### config.mk
export PLATFORM = sky130hd
export DESIGN_NAME = riscv_rsb_ckpt
export DESIGN_NICKNAME = d
export VERILOG_FILES = /design/src/rtl/riscv_rsb_ckpt.sv
export SDC_FILE = /design/constraint.sdc
export NUM_CORES = 1
export LEC_CHECK = 0
export BUFFER_PORTS_ARGS = -buffer_cell sky130_fd_sc_hd__buf_2
export CAP_MARGIN = 10
export CORE_AREA = 2 2 117 119
export CTS_CLUSTER_SIZE = 10
export DETAILED_ROUTE_END_ITERATION = 6
export DIE_AREA = 0 0 119 121
export PLACE_DENSITY = 0.69
export SLEW_MARGIN = 5
export SYNTH_ARGS = -nofsm -noshare
export SYNTH_HDL_FRONTEND = slang
export SYNTH_SLANG_ARGS = --single-unit
### constraint.sdc
create_clock -name clk_i -period 9.6 [get_ports clk_i]
set_input_delay 0.48 -clock clk_i [delete_from_list [all_inputs] [get_ports clk_i]]
set_output_delay 0.48 -clock clk_i [all_outputs]
set_load 0.005 [all_outputs]
### src/rtl/riscv_rsb_ckpt.sv
// Return-stack buffer for RV12 pre-decode: circular stack of predicted return
// addresses, with a single pointer checkpoint for flush recovery.
module riscv_rsb_ckpt #(
  parameter int XLEN    = 32,
  parameter int DEPTH   = 4,
  parameter int HAS_RVC = 0
) (
  input  logic                       clk_i,
  input  logic                       rst_i,
  input  logic                       ena_i,
  input  logic                       push_i,
  input  logic                       pop_i,
  input  logic [XLEN-1:0]            d_i,
  input  logic                       ckpt_i,
  input  logic                       restore_i,
  output logic [XLEN-1:0]            q_o,
  output logic                       empty_o,
  output logic                       full_o,
  output logic [$clog2(DEPTH+1)-1:0] count_o,
  output logic                       overflow_o,
  output logic                       underflow_o
);

  localparam int TW = $clog2(DEPTH);
  localparam int CW = $clog2(DEPTH + 1);
  localparam logic [XLEN-1:0] ADR_MASK = (HAS_RVC != 0) ? ~XLEN'(1) : ~XLEN'(3);
  localparam logic [TW-1:0]   TOS_LAST = TW'(DEPTH - 1);
  localparam logic [CW-1:0]   CNT_FULL = CW'(DEPTH);

  logic [XLEN-1:0] mem [DEPTH];
  logic [TW-1:0]   tos, tos_nxt, ckpt_tos, ckpt_tos_nxt;
  logic [CW-1:0]   cnt, cnt_nxt, ckpt_cnt, ckpt_cnt_nxt;
  logic            ovf_nxt, udf_nxt;
  logic            wr_en;
  logic [TW-1:0]   wr_idx;
  logic [XLEN-1:0] wr_data;
  logic [TW-1:0]   tos_inc, tos_dec;

  // Modulo-DEPTH pointer steps; DEPTH need not be a power of two.
  assign tos_inc = (tos == TOS_LAST) ? '0 : tos + TW'(1);
  assign tos_dec = (tos == '0) ? TOS_LAST : tos - TW'(1);
  assign wr_data = d_i & ADR_MASK;

  always_comb begin
    // NOTE: every output of this block gets a default first so no path leaves
    // a variable unassigned, which would otherwise infer a latch.
    tos_nxt      = tos;
    cnt_nxt      = cnt;
    ckpt_tos_nxt = ckpt_tos;
    ckpt_cnt_nxt = ckpt_cnt;
    wr_en        = 1'b0;
    wr_idx       = tos;
    ovf_nxt      = 1'b0;
    udf_nxt      = 1'b0;

    if (restore_i) begin
      tos_nxt = ckpt_tos;
      cnt_nxt = ckpt_cnt;
    end else if (ena_i) begin
      if (push_i && (!pop_i || cnt == '0)) begin
        // Push on empty with a simultaneous pop behaves as a plain push.
        tos_nxt = tos_inc;
        wr_en   = 1'b1;
        wr_idx  = tos_inc;
        if (cnt != CNT_FULL) cnt_nxt = cnt + CW'(1);
        else                 ovf_nxt = 1'b1;
      end else if (push_i && pop_i) begin
        wr_en  = 1'b1;
        wr_idx = tos;
      end else if (pop_i) begin
        if (cnt != '0) begin
          tos_nxt = tos_dec;
          cnt_nxt = cnt - CW'(1);
        end else begin
          udf_nxt = 1'b1;
        end
      end

      if (ckpt_i) begin
        ckpt_tos_nxt = tos_nxt;
        ckpt_cnt_nxt = cnt_nxt;
      end
    end
  end

  // NOTE: sequential state uses non-blocking assignments only, so every
  // register samples the values from before this edge.
  always_ff @(posedge clk_i) begin
    if (rst_i) begin
      tos         <= '0;
      cnt         <= '0;
      ckpt_tos    <= '0;
      ckpt_cnt    <= '0;
      overflow_o  <= 1'b0;
      underflow_o <= 1'b0;
      // NOTE: the stack array is cleared on reset here because stale entries
      // must read back as zero; most RAM-style arrays are deliberately left
      // unreset.
      for (int i = 0; i < DEPTH; i++) mem[i] <= '0;
    end else begin
      tos         <= tos_nxt;
      cnt         <= cnt_nxt;
      ckpt_tos    <= ckpt_tos_nxt;
      ckpt_cnt    <= ckpt_cnt_nxt;
      overflow_o  <= ovf_nxt;
      underflow_o <= udf_nxt;
      if (wr_en) mem[wr_idx] <= wr_data;
    end
  end

  assign q_o     = (cnt != '0) ? mem[tos] : '0;
  assign count_o = cnt;
  assign empty_o = (cnt == '0);
  assign full_o  = (cnt == CNT_FULL);

endmodule
==> results of run 1 <==
## registers in the layout (all words and copies together) (netlist names), named ones only
signal and count:
overflow_o 1, ckpt_cnt 3, ckpt_tos 2, tos 2, mem 120, count_o 3
underflow_o 1
## through the flow
| stage | util (%) | setup WS, ns | area, um2 |
|---|---|---|---|
| floorplan | - | 5.506 | 6466 |
| global placement | 53.33 | 5.641 | 6978 |
| detailed placement | 53.33 | 5.553 | 6978 |
| CTS | 57.59 | 5.538 | 7536 |
| global route | 57.59 | 5.266 | 7536 |
| finish | 57.59 | 5.601 | 7536 |
## power breakdown
part / internal, mW / total [mW] / switching [mW] / leakage (nW)
registers: 0.663 / 0.674 / 0.0110 / 1.35
clock network: 0.395 / 0.612 / 0.218 / 0.273
logic: 0.0485 / 0.132 / 0.0830 / 1.21
total: 1.11 / 1.42 / 0.312 / 2.83
## synth_stat cells (3+ instances only)
cell type	instances	share of area, %
nor3_2	32	5.0
o211ai_1	5	0.58
nor2_1	5	0.29
a21oi_1	6	0.46
a311oi_1	3	0.41
nand2b_1	3	0.29
nor3_1	62	4.8
buf_4	4	0.46
nor4_1	4	0.39
clkbuf_1	11	0.64
buf_6	4	0.70
buf_2	20	1.5
nand2_1	36	2.1
a31oi_1	4	0.39
dfxtp_1	14	4.3
inv_1	38	2.2
o21ai_0	11	0.85
and2_1	33	3.2
mux4_2	30	10
edfxtp_1	120	56
ha_1	5	0.97
## logic make-up after synthesis
kind of cell	Yosys count	share of synthesized area, %
DFF	134	60.10
AOI/OAI and AO/OA	43	5.015
other	1	0.05803
and+or+nand+nor	186	17.44
buffers and inverters	79	5.673
muxes	31	10.61
xor gates and xnor gates	1	0.1356
adders and majority gates	5	0.9681
## cells in the final DEF, fill, tap and decap left out, types with 2 or more instances in the layout
| cell | n |
|---|---|
| edfxtp_1 | 120 |
| buf_2 | 73 |
| nor3_1 | 62 |
| inv_1 | 38 |
| nand2_1 | 36 |
| and2_1 | 33 |
| nor3_2 | 31 |
| mux4_2 | 30 |
| clkbuf_16 | 17 |
| dfxtp_1 | 13 |
| buf_4 | 10 |
| o21ai_0 | 8 |
| clkbuf_1 | 8 |
| a21oi_1 | 6 |
| nor2_1 | 5 |
| o211ai_1 | 5 |
| ha_1 | 5 |
| nor4_1 | 4 |
| a31oi_1 | 4 |
| nand2b_1 | 3 |
| o21ai_4 | 3 |
| a311oi_1 | 3 |
| clkinv_2 | 3 |
| inv_2 | 2 |
| nor3_4 | 2 |
| nand3b_1 | 2 |
| o311a_1 | 2 |
| nor2b_1 | 2 |
| and3_1 | 2 |
| conb_1 | 2 |
| bufinv_16 | 2 |
| clkbuf_8 | 2 |
## cell type report
| class | count | area (um2) |
|---|---|---|
| repair buffers | 83 | 440.4 |
| flip-flops and latches | 134 | 3885 |
| inverters | 40 | 150.1 |
| multi-input cells | 268 | 2282 |
| well taps | 176 | 220.2 |
| clock buffers | 27 | 483.0 |
| fillers | 1074 | 5549 |
| clock inverters | 5 | 75.07 |
## worst max-delay path: stages, from the launching register on
cell	delay, ns
dfxtp_1	0.42
inv_1	0.12
ha_1	0.32
nand2b_2	0.65
inv_2	0.18
nor4_1	0.47
nor3_4	0.16
buf_4	0.32
o21ai_4	0.93
## routing by layer
| metal | GRT usage, % | vias up | wire length (um) |
|---|---|---|---|
| met4 | 7.887 | 0 | 173 |
| met3 | 4.511 | 17 | 773 |
| met5 | 0 | - | 0 |
| li1 | - | 1915 | - |
| met1 | 26.73 | 2123 | 5855 |
| met2 | 38.54 | 141 | 7922 |
## worst paths after layout
check,from,to,slack [ns],cells after the start
max,count_o[0]$_SDFFE_PP0N_,mem[1][1]$_SDFFCE_PN0P_,5.60,8
min,d_i[12],mem[3][10]$_DFFE_PP_,0.41,3
min reg2reg,ckpt_cnt[0]$_SDFFE_PP0P_,ckpt_cnt[0]$_SDFFE_PP0P_,0.47,2
max reg2reg,count_o[0]$_SDFFE_PP0N_,mem[1][1]$_SDFFCE_PN0P_,5.60,8
==> flow_metrics.py, run 1 <==
metrics = {
    "power_and_ir_drop": {
        "p_leak_nw": 2.834,
        "totalPowerFinal_mw": 1.418,
        "p_per_area_nw_per_um2": 188.1,
        "irDropWorstVdd_mv": 0.08950,
    },
    "global_route": {
        "antenna_found_initial": 0,
        "grt.total_usage_pct": 21.87,
        "grt_max_degree": 40,
        "globalRoute.totalOverflow": 0,
        "grt_pass1_wl_um": 23650,
        "grt_pass1_vias": 4524,
    },
    "cells_and_area": {
        "final_nets": 588,
        "stdcell_count": 733,
        "area_delta_synth_final_pct": 16.61,
        "drive_gt1_share_pct": 32.68,
        "n_antenna_cell": 0,
    },
    "route": {
        "routed_via_density": 5.724,
        "drtPass1Iterations": 4,
        "drt-total-wl_um": 14730,
        "drt_drc_violations_left": 0,
        "num_vias": 4196,
        "ant_nets": 0,
        "drt_iter0_drc": 376,
        "avgRoutedWirePerCell_um": 20.09,
    },
    "place": {
        "dpl.hpwl_um": 8589,
        "portBuffers": 73,
        "place_inst": 701,
        "gp_congestion": 0.7881,
    },
    "clock_tree": {
        "htreeDepth": 4,
        "cts_buffers": 17,
        "postCtsHoldBufs": 0,
        "postCtsResizedCells": 0,
        "cts_sinks": 134,
        "post_cts_buffers": 0,
        "root_buffer": "clkbuf_16",
        "cts_tree": "done",
        "clock_latency_ns": 0.41,
        "cts_max_path_buffers": 2,
        "clkTransAtPathRegs_ns": 0.06,
    },
    "synthesis": {
        "synth-seq-area-share_pct": 60.10,
        "synth-seq-cells": 134,
        "synthCells": 480,
        "synth_async_sr_flop_share_pct": 0,
        "synth_edf_count": 120,
        "synth_warnings": 0,
        "postSynthAreaPerCell_um2": 13.46,
        "ys.flop_type": "edfxtp_1",
        "yosysUniqueCellTypes": 45,
        "syn-cell-area_um2": 6462,
    },
    "floorplanning": {
        "core_area_um2": 13090,
        "io_pins": 78,
        "fp.dieArea_um2": 14400,
        "rows": 42,
        "die_x_um": 119,
        "die-height_um": 121,
        "start_util_pct": 49.39,
    },
    "timing": {
        "finalSetupViolCount": 0,
        "fin_skew_ns": 0.008229,
        "hold_viol": 0,
        "clock.fmax_ghz": 0.2501,
        "drv_slew": 0,
        "hold_slack_ns": 0.4112,
        "fin_crit_ns": 3.999,
        "slew_headroom_pct": 20.11,
        "worstMarginPinSlew_ns": 1.194,
        "rsz0062_at_grt": "false",
        "min_period_over_period_pct": 41.65,
        "fin_tns_setup_ns": 0,
    },
    "setup_path": {
        "worstPathArrival_ns": 4.02,
        "endpoint_kind": "flop",
        "cp_max_fo": 39,
        "critPathKind": "reg2reg",
        "worst_ep_required_time_ns": 9.62,
        "start_kind": "flop",
    },
    "hold_path": {
        "hp-class": "in2reg",
    },
    "run_status": {
        "status": "completed",
    },
    "run": {
        "max-cap-violations": 0,
    },
}
No activity file was read; power rests on OpenSTA's default activity.
==> run 2, diff against run 1 <==
- clock period: 9.6 -> 3.9 ns (I/O delays scaled with it)
==> flow_metrics.py, run 2 (synthesized netlist as in run 1, its figures left out) <==
metrics = {
    "run_status": {
        "status": "completed",
    },
    "setup_path": {
        "start_kind": "flop",
        "cp.depth": 7,
        "crit_family": "compound AO/OA/AOI/OAI gates",
        "worstPathArrival_ns": 3.06,
        "worstReg2RegStart": "count_o[1]$_SDFFE_PP0N_",
        "cp_max_fo": 30,
        "ff2ff_path_depth": 7,
        "cp_cell_sequence": "inv_1 -> ha_1 -> nand2b_2 -> inv_2 -> o211ai_1 -> o211ai_1 -> o21ai_4",
        "crit_slowest_cell": "o21ai_4",
        "critPathMostFrequentCell": "o211ai_1",
        "r2r_end": "mem[0][4]$_SDFFCE_PN0P_",
        "worst_ep_required_time_ns": 3.92,
        "endpoint_kind": "flop",
        "crit_start": "count_o[1]$_SDFFE_PP0N_",
        "cp_slowest_stage_delay_ns": 0.93,
        "regToRegSetupSlack_ns": 0.86,
        "critPathCapture": "mem[0][4]$_SDFFCE_PN0P_",
        "cp_num_buf_inv": 2,
        "critPathKind": "reg2reg",
    },
    "clock_tree": {
        "postCtsHoldBufs": 0,
        "post_cts_buffers": 0,
        "clkTransAtPathRegs_ns": 0.05,
        "clock_latency_ns": 0.41,
        "cts_max_path_buffers": 2,
        "htreeDepth": 4,
        "cts_buffers": 17,
        "postCtsResizedCells": 0,
        "root_buffer": "clkbuf_16",
        "cts_tree": "done",
        "cts_sinks": 134,
    },
    "floorplanning": {
        "rows": 42,
        "core_area_um2": 13090,
        "die-height_um": 121,
        "start_util_pct": 49.39,
        "fp.dieArea_um2": 14400,
        "die_x_um": 119,
        "io_pins": 78,
    },
    "timing": {
        "fin_skew_ns": 0.006855,
        "fin_crit_ns": 3.040,
        "fin_tns_setup_ns": 0,
        "min_period_over_period_pct": 77.94,
        "clock.fmax_ghz": 0.3290,
        "drv_slew": 0,
        "hold_viol": 0,
        "hold_slack_ns": 0.1302,
        "slew_headroom_pct": 22.43,
        "worstMarginPinSlew_ns": 1.159,
        "finalSetupViolCount": 0,
        "rsz0062_at_grt": "false",
    },
    "route": {
        "drtPass1Iterations": 4,
        "ant_nets": 0,
        "drt_iter0_drc": 344,
        "routed_via_density": 5.691,
        "drt_drc_violations_left": 0,
        "num_vias": 4194,
        "drt-total-wl_um": 14360,
        "avgRoutedWirePerCell_um": 19.48,
    },
    "cells_and_area": {
        "final_util_pct": 57.76,
        "n_antenna_cell": 0,
        "regMostFlops": "mem",
        "mostFrequentLayoutCells": "edfxtp_1 (120), buf_2 (73), nor3_1 (62)",
        "drive_gt1_share_pct": 33.33,
        "fin_area_um2": 7559,
        "largest_register_ff_count": 120,
        "area_delta_synth_final_pct": 16.96,
        "layout_commonest_cell": "edfxtp_1",
        "final_nets": 592,
    },
    "hold_path": {
        "hold_start": "d_i[26]",
        "hp-class": "in2reg",
    },
    "place": {
        "dpl.hpwl_um": 8534,
        "gp_congestion": 0.8470,
        "portBuffers": 73,
        "placed_area_um2": 7020,
    },
    "power_and_ir_drop": {
        "p_per_area_nw_per_um2": 452.2,
        "p_leak_nw": 2.852,
        "irDropWorstVdd_mv": 0.2461,
        "totalPowerFinal_mw": 3.418,
    },
    "global_route": {
        "grt_busiest_layer": "met2",
        "grt_pass1_wl_um": 22690,
        "grtUsageMet3_pct": 4.887,
        "antenna_found_initial": 0,
        "grtUsageMet1_pct": 25.66,
        "grt_max_degree": 34,
        "grt_pass1_vias": 4377,
        "grt.total_usage_pct": 20.96,
        "globalRoute.totalOverflow": 0,
        "use_met2_pct": 36.14,
    },
    "run": {
        "max-cap-violations": 0,
    },
}
[run 2: worst register-to-register path: stages, from the launching register on]
cell,delay (ns)
dfxtp_1,0.42
inv_1,0.12
ha_1,0.30
nand2b_2,0.23
inv_2,0.11
o211ai_1,0.32
o211ai_1,0.22
o21ai_4,0.93
[run 2: per-layer routing]
| metal | vias to the layer above | part of all wire, % |
|---|---|---|
| met4 | 0 | 1.5 |
| met3 | 24 | 5.9 |
| met2 | 160 | 52 |
| met5 | - | 0 |
| li1 | 1925 | - |
| met1 | 2085 | 40 |
[run 2: cell type report]
cell class | count | area [um2]
inverter | 40 | 150.1
clock buffer | 28 | 518.0
sequential | 134 | 3885
multi-input combinational | 268 | 2282
clock inverter | 4 | 20.02
tap | 176 | 220.2
fill | 1051 | 5527
timing repair buffer | 87 | 483.0
[run 2: how the worst min path moves through the flow]
stage / to / cells past startpoint
final: mem[3][24]$_DFFE_PP_ / 3
after CTS: mem[3][26]$_DFFE_PP_ / 3
after floorplan: underflow_o$_SDFF_PP0_ / 3
after detailed placement: ckpt_cnt[0]$_SDFFE_PP0P_ / 2
after global routing: mem[3][26]$_DFFE_PP_ / 3
after global placement: ckpt_cnt[0]$_SDFFE_PP0P_ / 2
[run 2: through the flow]
| step | setup WS (ns) | cells |
|---|---|---|
| after global routing | 0.5914 | 737 |
| after floorplan | 0.6200 | 481 |
| after detailed placement | 0.8526 | 705 |
| final | 0.8603 | 737 |
| after CTS | 0.8320 | 737 |
| after global placement | 0.9263 | 705 |
[run 2: where the power goes]
part | switching (mW) | internal (mW) | leakage, nW
clock network | 0.535 | 0.897 | 0.267
registers | 0.0255 | 1.63 | 1.35
logic | 0.204 | 0.125 | 1.23
